## config.mk

```make
export PLATFORM = sky130hd
export DESIGN_NAME = rl_lj_force_accumulator
export DESIGN_NICKNAME = d
export VERILOG_FILES = /design/src/rtl/rl_lj_pkg.sv /design/src/rtl/rl_lj_force_acc_channel.sv /design/src/rtl/rl_lj_force_accumulator.sv
export SDC_FILE = /design/constraint.sdc
export NUM_CORES = 2
export LEC_CHECK = 0
export ABC_CLOCK_PERIOD_IN_PS = 3500
export CORE_MARGIN = 2
export CORE_UTILIZATION = 36
export DETAILED_ROUTE_END_ITERATION = 6
export PLACE_DENSITY_LB_ADDON = 0.08
export SLEW_MARGIN = 40
export SYNTH_ARGS = -nofsm -noshare
export SYNTH_HDL_FRONTEND = slang
export SYNTH_SLANG_ARGS = --single-unit
```

## constraint.sdc

```tcl
create_clock -name clk -period 3.5 [get_ports clk]
set_input_delay 0.7 -clock clk [delete_from_list [all_inputs] [get_ports clk]]
set_output_delay 0.7 -clock clk [all_outputs]
set_load 0.03 [all_outputs]
```

## src/rtl/rl_lj_pkg.sv

```systemverilog
// rl_lj_pkg: fixed-point format constants and saturating add shared by the LJ force blocks
package rl_lj_pkg;
    localparam int LJ_FORCE_WIDTH = 32;
    localparam int LJ_FRAC_BITS   = 24;
    localparam int LJ_ACC_WIDTH   = 40;
    localparam int LJ_ID_WIDTH    = 8;
    localparam int LJ_CNT_WIDTH   = 8;

    // operands are sign-extended to 64 bits; clamps to a signed w-bit range (w <= 63)
    function automatic logic signed [63:0] sat_add(input logic signed [63:0] a,
                                                   input logic signed [63:0] b,
                                                   input int w,
                                                   output logic sat);
        logic signed [64:0] s, hi, lo;
        s = {a[63], a} + {b[63], b};
        hi = (65'sd1 <<< (w - 1)) - 65'sd1;
        lo = -(65'sd1 <<< (w - 1));
        sat = (s > hi) || (s < lo);
        sat_add = (s > hi) ? hi[63:0] : (s < lo) ? lo[63:0] : s[63:0];
    endfunction
endpackage

```

## src/rtl/rl_lj_force_acc_channel.sv

```systemverilog
// rl_lj_force_acc_channel: per-channel pair-force accumulator, id check and completed-result hold
module rl_lj_force_acc_channel
    import rl_lj_pkg::*;
#(
    parameter int FORCE_WIDTH = LJ_FORCE_WIDTH,
    parameter int ACC_WIDTH   = LJ_ACC_WIDTH,
    parameter int ID_WIDTH    = LJ_ID_WIDTH,
    parameter int CNT_WIDTH   = LJ_CNT_WIDTH
) (
    input  logic                        clk,
    input  logic                        rst,
    input  logic                        in_valid,
    input  logic                        in_last,
    input  logic [ID_WIDTH-1:0]         in_ref_id,
    input  logic [FORCE_WIDTH-1:0]      in_fx,
    input  logic [FORCE_WIDTH-1:0]      in_fy,
    input  logic [FORCE_WIDTH-1:0]      in_fz,
    output logic                        in_ready,
    input  logic                        grant,
    output logic                        hold_valid,
    output logic [ID_WIDTH-1:0]         hold_id,
    output logic signed [ACC_WIDTH-1:0] hold_x,
    output logic signed [ACC_WIDTH-1:0] hold_y,
    output logic signed [ACC_WIDTH-1:0] hold_z,
    output logic [CNT_WIDTH-1:0]        hold_cnt,
    output logic                        hold_sat,
    output logic                        err_id_mismatch
);
    logic signed [ACC_WIDTH-1:0]   acc_x, acc_y, acc_z, nx, ny, nz;
    logic signed [FORCE_WIDTH-1:0] fx, fy, fz;
    logic signed [63:0]            sum_x, sum_y, sum_z;
    logic                          sat_x, sat_y, sat_z, sat_c, nsat, busy, take;
    logic [CNT_WIDTH-1:0]          cnt, ncnt;
    logic [ID_WIDTH-1:0]           cur_id;

    assign fx = in_fx;
    assign fy = in_fy;
    assign fz = in_fz;
    assign in_ready = ~hold_valid;
    assign take = in_valid & in_ready;

    always_comb begin
        sum_x = sat_add(64'(acc_x), 64'(fx), ACC_WIDTH, sat_x);
        sum_y = sat_add(64'(acc_y), 64'(fy), ACC_WIDTH, sat_y);
        sum_z = sat_add(64'(acc_z), 64'(fz), ACC_WIDTH, sat_z);
        nx = sum_x[ACC_WIDTH-1:0];
        ny = sum_y[ACC_WIDTH-1:0];
        nz = sum_z[ACC_WIDTH-1:0];
        nsat = sat_c | sat_x | sat_y | sat_z;
        ncnt = &cnt ? cnt : cnt + 1'b1;
    end

    always_ff @(posedge clk) begin
        if (!rst) begin
            acc_x <= '0;
            acc_y <= '0;
            acc_z <= '0;
            cnt <= '0;
            sat_c <= 1'b0;
            busy <= 1'b0;
            cur_id <= '0;
            hold_valid <= 1'b0;
            hold_id <= '0;
            hold_x <= '0;
            hold_y <= '0;
            hold_z <= '0;
            hold_cnt <= '0;
            hold_sat <= 1'b0;
            err_id_mismatch <= 1'b0;
        end else begin
            if (grant) hold_valid <= 1'b0;
            if (take) begin
                if (!busy) cur_id <= in_ref_id;
                if (busy && in_ref_id != cur_id) err_id_mismatch <= 1'b1;
                if (in_last) begin
                    hold_valid <= 1'b1;
                    hold_id <= busy ? cur_id : in_ref_id;
                    hold_x <= nx;
                    hold_y <= ny;
                    hold_z <= nz;
                    hold_cnt <= ncnt;
                    hold_sat <= nsat;
                    acc_x <= '0;
                    acc_y <= '0;
                    acc_z <= '0;
                    cnt <= '0;
                    sat_c <= 1'b0;
                    busy <= 1'b0;
                end else begin
                    acc_x <= nx;
                    acc_y <= ny;
                    acc_z <= nz;
                    cnt <= ncnt;
                    sat_c <= nsat;
                    busy <= 1'b1;
                end
            end
        end
    end
endmodule

```

## src/rtl/rl_lj_force_accumulator.sv

```systemverilog
// rl_lj_force_accumulator: multi-channel LJ force summation with round-robin merge onto one output stream
module rl_lj_force_accumulator
    import rl_lj_pkg::*;
#(
    parameter int NUM_CHANNEL = 4,
    parameter int FORCE_WIDTH = LJ_FORCE_WIDTH,
    parameter int ACC_WIDTH   = LJ_ACC_WIDTH,
    parameter int ID_WIDTH    = LJ_ID_WIDTH,
    parameter int CNT_WIDTH   = LJ_CNT_WIDTH,
    localparam int CW = $clog2(NUM_CHANNEL)
) (
    input  logic                            clk,
    input  logic                            rst,
    input  logic [NUM_CHANNEL-1:0]          in_valid,
    input  logic [NUM_CHANNEL-1:0]          in_last,
    input  logic [NUM_CHANNEL*ID_WIDTH-1:0] in_ref_id,
    input  logic [NUM_CHANNEL*FORCE_WIDTH-1:0] in_fx,
    input  logic [NUM_CHANNEL*FORCE_WIDTH-1:0] in_fy,
    input  logic [NUM_CHANNEL*FORCE_WIDTH-1:0] in_fz,
    output logic [NUM_CHANNEL-1:0]          in_ready,
    output logic                            out_valid,
    input  logic                            out_ready,
    output logic [CW-1:0]                   out_channel,
    output logic [ID_WIDTH-1:0]             out_ref_id,
    output logic [ACC_WIDTH-1:0]            out_fx,
    output logic [ACC_WIDTH-1:0]            out_fy,
    output logic [ACC_WIDTH-1:0]            out_fz,
    output logic [CNT_WIDTH-1:0]            out_pair_cnt,
    output logic                            out_sat,
    output logic [NUM_CHANNEL-1:0]          err_id_mismatch
);
    logic [NUM_CHANNEL-1:0]      hold_valid, hold_sat, grant;
    logic [ID_WIDTH-1:0]         h_id [NUM_CHANNEL];
    logic signed [ACC_WIDTH-1:0] h_x [NUM_CHANNEL];
    logic signed [ACC_WIDTH-1:0] h_y [NUM_CHANNEL];
    logic signed [ACC_WIDTH-1:0] h_z [NUM_CHANNEL];
    logic [CNT_WIDTH-1:0]        h_cnt [NUM_CHANNEL];
    logic [CW-1:0]               last_grant, win;
    logic                        found, load;

    for (genvar g = 0; g < NUM_CHANNEL; g++) begin : g_ch
        rl_lj_force_acc_channel #(
            .FORCE_WIDTH(FORCE_WIDTH),
            .ACC_WIDTH(ACC_WIDTH),
            .ID_WIDTH(ID_WIDTH),
            .CNT_WIDTH(CNT_WIDTH)
        ) u_ch (
            .clk(clk),
            .rst(rst),
            .in_valid(in_valid[g]),
            .in_last(in_last[g]),
            .in_ref_id(in_ref_id[g*ID_WIDTH +: ID_WIDTH]),
            .in_fx(in_fx[g*FORCE_WIDTH +: FORCE_WIDTH]),
            .in_fy(in_fy[g*FORCE_WIDTH +: FORCE_WIDTH]),
            .in_fz(in_fz[g*FORCE_WIDTH +: FORCE_WIDTH]),
            .in_ready(in_ready[g]),
            .grant(grant[g]),
            .hold_valid(hold_valid[g]),
            .hold_id(h_id[g]),
            .hold_x(h_x[g]),
            .hold_y(h_y[g]),
            .hold_z(h_z[g]),
            .hold_cnt(h_cnt[g]),
            .hold_sat(hold_sat[g]),
            .err_id_mismatch(err_id_mismatch[g])
        );
    end

    // rotate the search so the channel after the last winner has top priority
    always_comb begin
        int j;
        j = 0;
        found = 1'b0;
        win = '0;
        for (int i = 1; i <= NUM_CHANNEL; i++) begin
            j = (int'(last_grant) + i) % NUM_CHANNEL;
            if (!found && hold_valid[CW'(j)]) begin
                found = 1'b1;
                win = CW'(j);
            end
        end
    end

    assign load = ~out_valid | out_ready;
    assign grant = (load && found) ? (NUM_CHANNEL'(1) << win) : '0;

    always_ff @(posedge clk) begin
        if (!rst) begin
            out_valid <= 1'b0;
            out_channel <= '0;
            out_ref_id <= '0;
            out_fx <= '0;
            out_fy <= '0;
            out_fz <= '0;
            out_pair_cnt <= '0;
            out_sat <= 1'b0;
            last_grant <= CW'(NUM_CHANNEL - 1);
        end else if (load) begin
            out_valid <= found;
            if (found) begin
                out_channel <= win;
                out_ref_id <= h_id[win];
                out_fx <= h_x[win];
                out_fy <= h_y[win];
                out_fz <= h_z[win];
                out_pair_cnt <= h_cnt[win];
                out_sat <= hold_sat[win];
                last_grant <= win;
            end
        end
    end
endmodule

```

After elaboration in Yosys (flattened, before gate mapping)
Cells that the tools add are included.

Logic and storage cells: 289. Bits of input ports: 427. Flip-flop bits (word level): 1250. Output and inout port bits: 148.

Mux-type cells: 106. Magnitude comparators: 30. Shifts and indexed selects: 1. Reductions and logical operators: 36. Bitwise operators: 23. Add/subtract/negate cells: 20. Equality and inequality tests: 4.

Operators with widths (number): 40-bit two-way mux (42); 40-bit by 32-bit adder with 41-bit output (12); 41-bit by 40-bit greater-than comparator with 1-bit output (second input constant) (12); 41-bit by 40-bit less-than comparator with 1-bit output (second input constant) (12); 40-bit binary-select mux with 2-bit select (3); 8-bit two-way mux (16); 1-bit two-way mux (33); 8-bit by 1-bit adder with 8-bit output (second input constant) (4); 8-bit binary-select mux with 2-bit select (2); 8-bit inequality test (4); 8-bit AND reduction (4); 2-bit AND reduction (9); 2-bit by 4-bit less-than comparator with 1-bit output (second input constant) (4); 1-bit bitwise OR (13); 1-bit logical OR (12); 1-bit binary-select mux with 2-bit select (5); 1-bit logical AND (8); 2-bit two-way mux (4); 1-bit NOT (5); 2-bit by 1-bit adder with 2-bit output (second input constant) (2); 2-bit adder (second input constant) (2); 1-bit AND (4); 4-bit two-way mux (1); 1-bit by 2-bit left shift with 4-bit output (first input constant) (1); other kinds (4) (6).

Depth between registers and ports, before layout
Depth in word-level cells: 19. Depth in mapped cells: 15. Mapped depth without buffers: 13.

Hierarchy
From an unflattened synthesis, not the netlist that was laid out.

Cell total of the unflattened synthesis: 8514. Area, all modules: 74773.0 µm².

Modules (own cells, without submodules): rl_lj_force_acc_channel at g_ch[1].u_ch ... (cells each 1846, times used 2, area each 16253.1 µm², seq. area each 5545.3 µm²); rl_lj_force_acc_channel at g_ch[0].u_ch (cells each 1922, times used 1, area each 16683.5 µm², seq. area each 5545.3 µm²); rl_lj_force_acc_channel at g_ch[3].u_ch (cells each 1883, times used 1, area each 16377.0 µm², seq. area each 5545.3 µm²); rl_lj_force_accumulator (cells each 1017, times used 1, area each 9206.3 µm², seq. area each 2842.7 µm²).

Worst setup path before layout
Ideal clock, no wire load.

Path kind: input-to-reg. Start point: input in_fz[0]. End point: register g_ch[0].u_ch.hold_sat. Slack: -179 ps. Library setup time: 66 ps. Stages: 13. Data required time: 3434 ps. Buffers on the path: 1. Data arrival time: 3613 ps. Cell sequence: ha_1 > fa_1 > a211oi_2 > o211ai_1 > o211ai_1 > nand2_2 > o211a_1 > a41o_1 > a2111o_1 > mux2_2 > buf_6 > and4b_1 > a21oi_2.

Cells in the longest elaborated chain, start to end: 4. Elaborated cells on any way between the ends: 5. Classes of those cells: add/sub: 1; order compare: 2; bitwise: 1; reduce/logical: 1.

RTL lines: start, declared (line rl_lj_force_accumulator.sv:19) `input logic [NUM_CHANNEL*FORCE_WIDTH-1:0] in_fz,`; 40-bit by 32-bit adder with 41-bit output (*) (line rl_lj_pkg.sv:15) `s = {a[63], a} + {b[63], b};`; 41-bit by 40-bit greater-than comparator with 1-bit output / 41-bit by 40-bit less-than comparator with 1-bit output (equally long branches) (line rl_lj_pkg.sv:18) `sat = (s > hi) || (s < lo);`; 1-bit logical OR (*) (line rl_lj_pkg.sv:18); 1-bit bitwise OR (*) (line rl_lj_force_acc_channel.sv:49) `nsat = sat_c | sat_x | sat_y | sat_z;`; end signal, assigned (line rl_lj_force_acc_channel.sv:82) `hold_sat <= nsat;`; end, declared (line rl_lj_force_acc_channel.sv:26) `output logic hold_sat,`.

Mark *: on every way between the ends. The rest lies on a longest branch, timed or not. A chain may end at the register's enable or synchronous reset.

Worst setup path in the final report
Start point: input in_fy[66]. End point: register g_ch[2].u_ch.acc_y[35].

Cells in the longest elaborated chain, start to end: 5. Elaborated cells on any way between the ends: 6. Classes of those cells: add/sub: 1; order compare: 2; mux: 3.

RTL lines: start, declared (line rl_lj_force_accumulator.sv:18) `input logic [NUM_CHANNEL*FORCE_WIDTH-1:0] in_fy,`; 40-bit by 32-bit adder with 41-bit output (*) (line rl_lj_pkg.sv:15); 41-bit by 40-bit less-than comparator with 1-bit output (line rl_lj_pkg.sv:19) `sat_add = (s > hi) ? hi[63:0] : (s < lo) ? lo[63:0] : s[63:0];`; 40-bit two-way mux (line rl_lj_pkg.sv:19); 40-bit two-way mux (*) (line rl_lj_pkg.sv:19); 40-bit two-way mux (*) (line rl_lj_force_acc_channel.sv:75) `if (in_last) begin`; end signal, assigned (line rl_lj_force_acc_channel.sv:91) `acc_y <= ny;`; end, declared (line rl_lj_force_acc_channel.sv:29) `logic signed [ACC_WIDTH-1:0] acc_x, acc_y, acc_z, nx, ny, nz;`.

Marks and branches as above.

==> results.toml <==
[route]
drt-pass1-iter-count = 7
vias = 79909
drc = 0
drtIter0Drc = 5534
drt-total-wl_um = 328000
ant_nets = 0
via_per_inst = 5.46
wl_per_cell_um = 22.5

[die]
dieArea_um2 = 211000
dieHeight_um = 460
fp.dieW_um = 460
core_area_um2 = 207000
rows = 167
start_util_pct = 36.2
io_pins = 575

[setup_path]
critical_path.max_fanout = 4
slowest_delay_ps = 550
r2r_slack_ps = 70
reg2reg_from = "g_ch[0].u_ch.acc_y[8]"
startpoint_type = "primary input"
reg2regPathDepth = 15
required_ps = 4240
path_common_cell = "buf_4"
crit_chain = "clkdlybuf4s50_1 -> ha_1 -> o211ai_1 -> o21bai_2 -> o311ai_2 -> buf_4 -> a21oi_1 -> nor3_2 -> a21oi_2 -> buf_4 -> buf_4 -> o21ai_0 -> a21oi_1 -> o21ai_0 -> a22o_1"
crit_path_top_delay_cell = "clkdlybuf4s50_1"
path_class = "in -> reg"
arrival_ps = 4230
r2r_end = "g_ch[0].u_ch.acc_y[10]"
cp-end-kind = "flip-flop"

[placement]
io_buffers = 574
dp_hpwl_um = 258000
place.gp.congestion = 0.969

[clock_tree]
clock_latency_ps = 820
h-tree-depth = 4
clock_sinks = 1250
cts.path.max_buffers = 3
clkSlewWorstSetupHoldPaths_ps = 50
clock-root-buffer = "clkbuf_16"
cts_tree = "yes"
numCtsBuffers = 156

[hold_path]
hold_path.class = "in -> reg"
hold_depth = 3
min_from = "rst"
whs_endpoint = "g_ch[3].u_ch.hold_sat"

[global_route]
grt_max_degree = 96
grt_use_total_pct = 29.8
grt_pass1_vias = 77744
grt_overflow = 0
antenna_found_initial = 37
grt_pass1_wl_um = 484000

[sta]
setup_viol = 0
hold_viol = 0
finalCritPeriodShare_pct = 99.6
skew_ps = 27.8
hold_ws_ps = 361
rsz0062_at_grt = "yes"
fin_crit_ps = 3480
finalSetupTns_ps = 0
fmax_mhz = 287
maxSlewHeadroom_pct = 37.5
slew_viol_final = 0
tightest_slew_ps = 930

[synthesis]
postSynthAreaPerCell_um2 = 7.75
synthCells = 9638
synthFlopType = "dfxtp_1"
syn_nets = 10561
ys_ff_latch = 1250
netlist_area_um2 = 74700
ys_warn_count = 0
synth_edf_count = 0
seq_area_frac_synth_pct = 33.5
ys_types = 110
postSynth.asyncResetShare_pct = 0

[final_layout]
drive_gt1_share_pct = 21.6
final_util_pct = 50.6
area_growth_pct = 40.1
final_nets = 12708

[pwr]
p_clk_share_pct = 34.1
netSwitchingPower_mw = 17.6
pwr-share-comb_pct = 33.8
switching_share_pct = 34.2
leakage_nw = 45.6
vdd_drop_max_mv = 0.525
internal_power_mw = 33.7
seq_power_share_pct = 32.1
total_power_mw = 51.3
p_per_area_nw_per_um2 = 490

[flow_run]
cap_violations = 0

[status]
status = "complete, no violations"
[through the flow]
step / cell area (um2) / cells / worst slack [ps]
3_3_place_gp: 97800 / 14294 / -1430
4_1_cts: 103000 / 14581 / 12.9
5_1_grt: 105000 / 14622 / -35.7
3_5_place_dp: 97900 / 14297 / -1460
2_1_floorplan: 74900 / 9638 / -83.6
6_report: 105000 / 14627 / 15.2
[layer usage]
metal | track usage, % | part of all wire (%) | up-vias | wire [um]
met1 | 37.2 | 43 | 37972 | 140000
met4 | 15.6 | 5.6 | 32 | 18500
li1 | - | - | 39238 | -
met5 | 0 | 0.063 | - | 207
met3 | 3.97 | 5.1 | 511 | 16800
met2 | 50.0 | 47 | 2156 | 153000
[worst max-delay path, delay by kind of cell]
| kind | cells | cell delay [ps] |
|---|---|---|
| adder cells (fa/ha/maj) | 1 | 400 |
| AND/OR/NAND/NOR | 1 | 270 |
| buffers and inverters | 4 | 1020 |
| AO/OA/AOI/OAI | 9 | 1830 |
[power groups by stage]
stage / clock network [mW] / logic (mW) / registers [mW]
finish: 17.5 / 17.3 / 16.5
global route: 18.4 / 18.7 / 16.6
CTS: 17.8 / 17.0 / 16.5
detailed placement: 0 / 16.9 / 16.8
global placement: 0 / 16.8 / 16.7
floorplan: 0 / 8.14 / 16.7
[cells in the final DEF, fill, tap and decap left out, drive strengths merged, types with 26 or more instances in the layout]
master	netlist	final
o211ai	125	125
mux2i	49	50
a21oi	1179	1179
and3	85	85
inv	132	140
nand2	1371	1371
a31oi	59	59
nor2b	48	48
dfxtp	1250	1250
nor4	35	35
buf	109	2035
nand2b	63	63
ha	484	484
o21a	84	84
or3	26	26
xor2	225	225
a211oi	259	259
o21ai	1055	1055
a22oi	26	26
o21bai	77	77
nand3	137	137
nor3	107	107
xnor2	237	237
clkdlybuf4s50	0	564
clkbuf	518	226
a22o	139	139
nand4	92	92
and2	190	190
o31ai	27	27
a311oi	145	145
a21o	216	216
nor2	743	743
clkinv	1	27
[flip-flops by register name, summed over array words and instances (netlist names), 8 cells and up]
signal	flops
g_ch.u_ch.acc_x	160
g_ch.u_ch.acc_y	160
g_ch.u_ch.acc_z	160
g_ch.u_ch.cnt	32
g_ch.u_ch.cur_id	32
g_ch.u_ch.hold_cnt	32
g_ch.u_ch.hold_id	32
g_ch.u_ch.hold_x	160
g_ch.u_ch.hold_y	160
g_ch.u_ch.hold_z	160
out_fx	40
out_fy	40
out_fz	40
out_pair_cnt	8
out_ref_id	8
[timing repair]
| item | 4_1_cts | 5_1_grt |
|---|---|---|
| setup endpoints to repair | 169 | 751 |
| hold buffers | 0 | 0 |
| pin swaps | 3 | 50 |
| setup buffers | 2 | 22 |
| hold endpoints to repair | 0 | 0 |
| gates resized for setup | 20 | 181 |
| cloned | 0 | 10 |
[kinds of logic after synthesis]
| group | share of synthesized area (%) |
|---|---|
| buffers and inverters | 4.06 |
| AND/OR/NAND/NOR | 17.5 |
| XOR/XNOR | 5.44 |
| flip-flops | 33.5 |
| multiplexers | 0.732 |
| AO/OA/AOI/OAI | 30.0 |
| adder cells (fa/ha/maj) | 8.72 |
[Yosys cell counts, types with 189 or more instances]
cell      instances  area share (%)
a21oi_1        1173             7.9
nand2_1        1367             6.9
clkbuf_1        516             2.6
and2_1          189             1.6
xor2_1          224             2.6
o21ai_0        1001             6.7
xnor2_1         236             2.8
dfxtp_1        1250              33
ha_1            484             8.1
nor2_1          742             3.7
a211oi_1        256             2.6
a21o_1          216             2.2
[worst max-delay path by stage]
stage	start	end	slack, ps	cells past startpoint
floorplan	in_fz[0]	g_ch[0].u_ch.hold_sat	-80	13
global placement	in_fx[0]	g_ch[0].u_ch.hold_sat	-1430	15
detailed placement	in_fx[0]	g_ch[0].u_ch.hold_sat	-1460	15
CTS	g_ch[0].u_ch.acc_y[0]	g_ch[0].u_ch.acc_y[26]	10	14
global route	g_ch[0].u_ch.acc_z[0]	g_ch[0].u_ch.acc_z[16]	-40	13
finish	in_fy[66]	g_ch[2].u_ch.acc_y[35]	20	15
[final cells by class]
| cell class | instances | area, um2 |
|---|---|---|
| clock buffer | 220 | 4590 |
| fill | 20173 | 102000 |
| inverter | 133 | 507 |
| sequential | 1250 | 25000 |
| tap | 2704 | 3380 |
| multi-input combinational | 7630 | 47800 |
| timing repair buffer | 2614 | 22400 |
| clock inverter | 62 | 898 |
| antenna | 14 | 35.0 |
(Power assumes the default switching activity.)
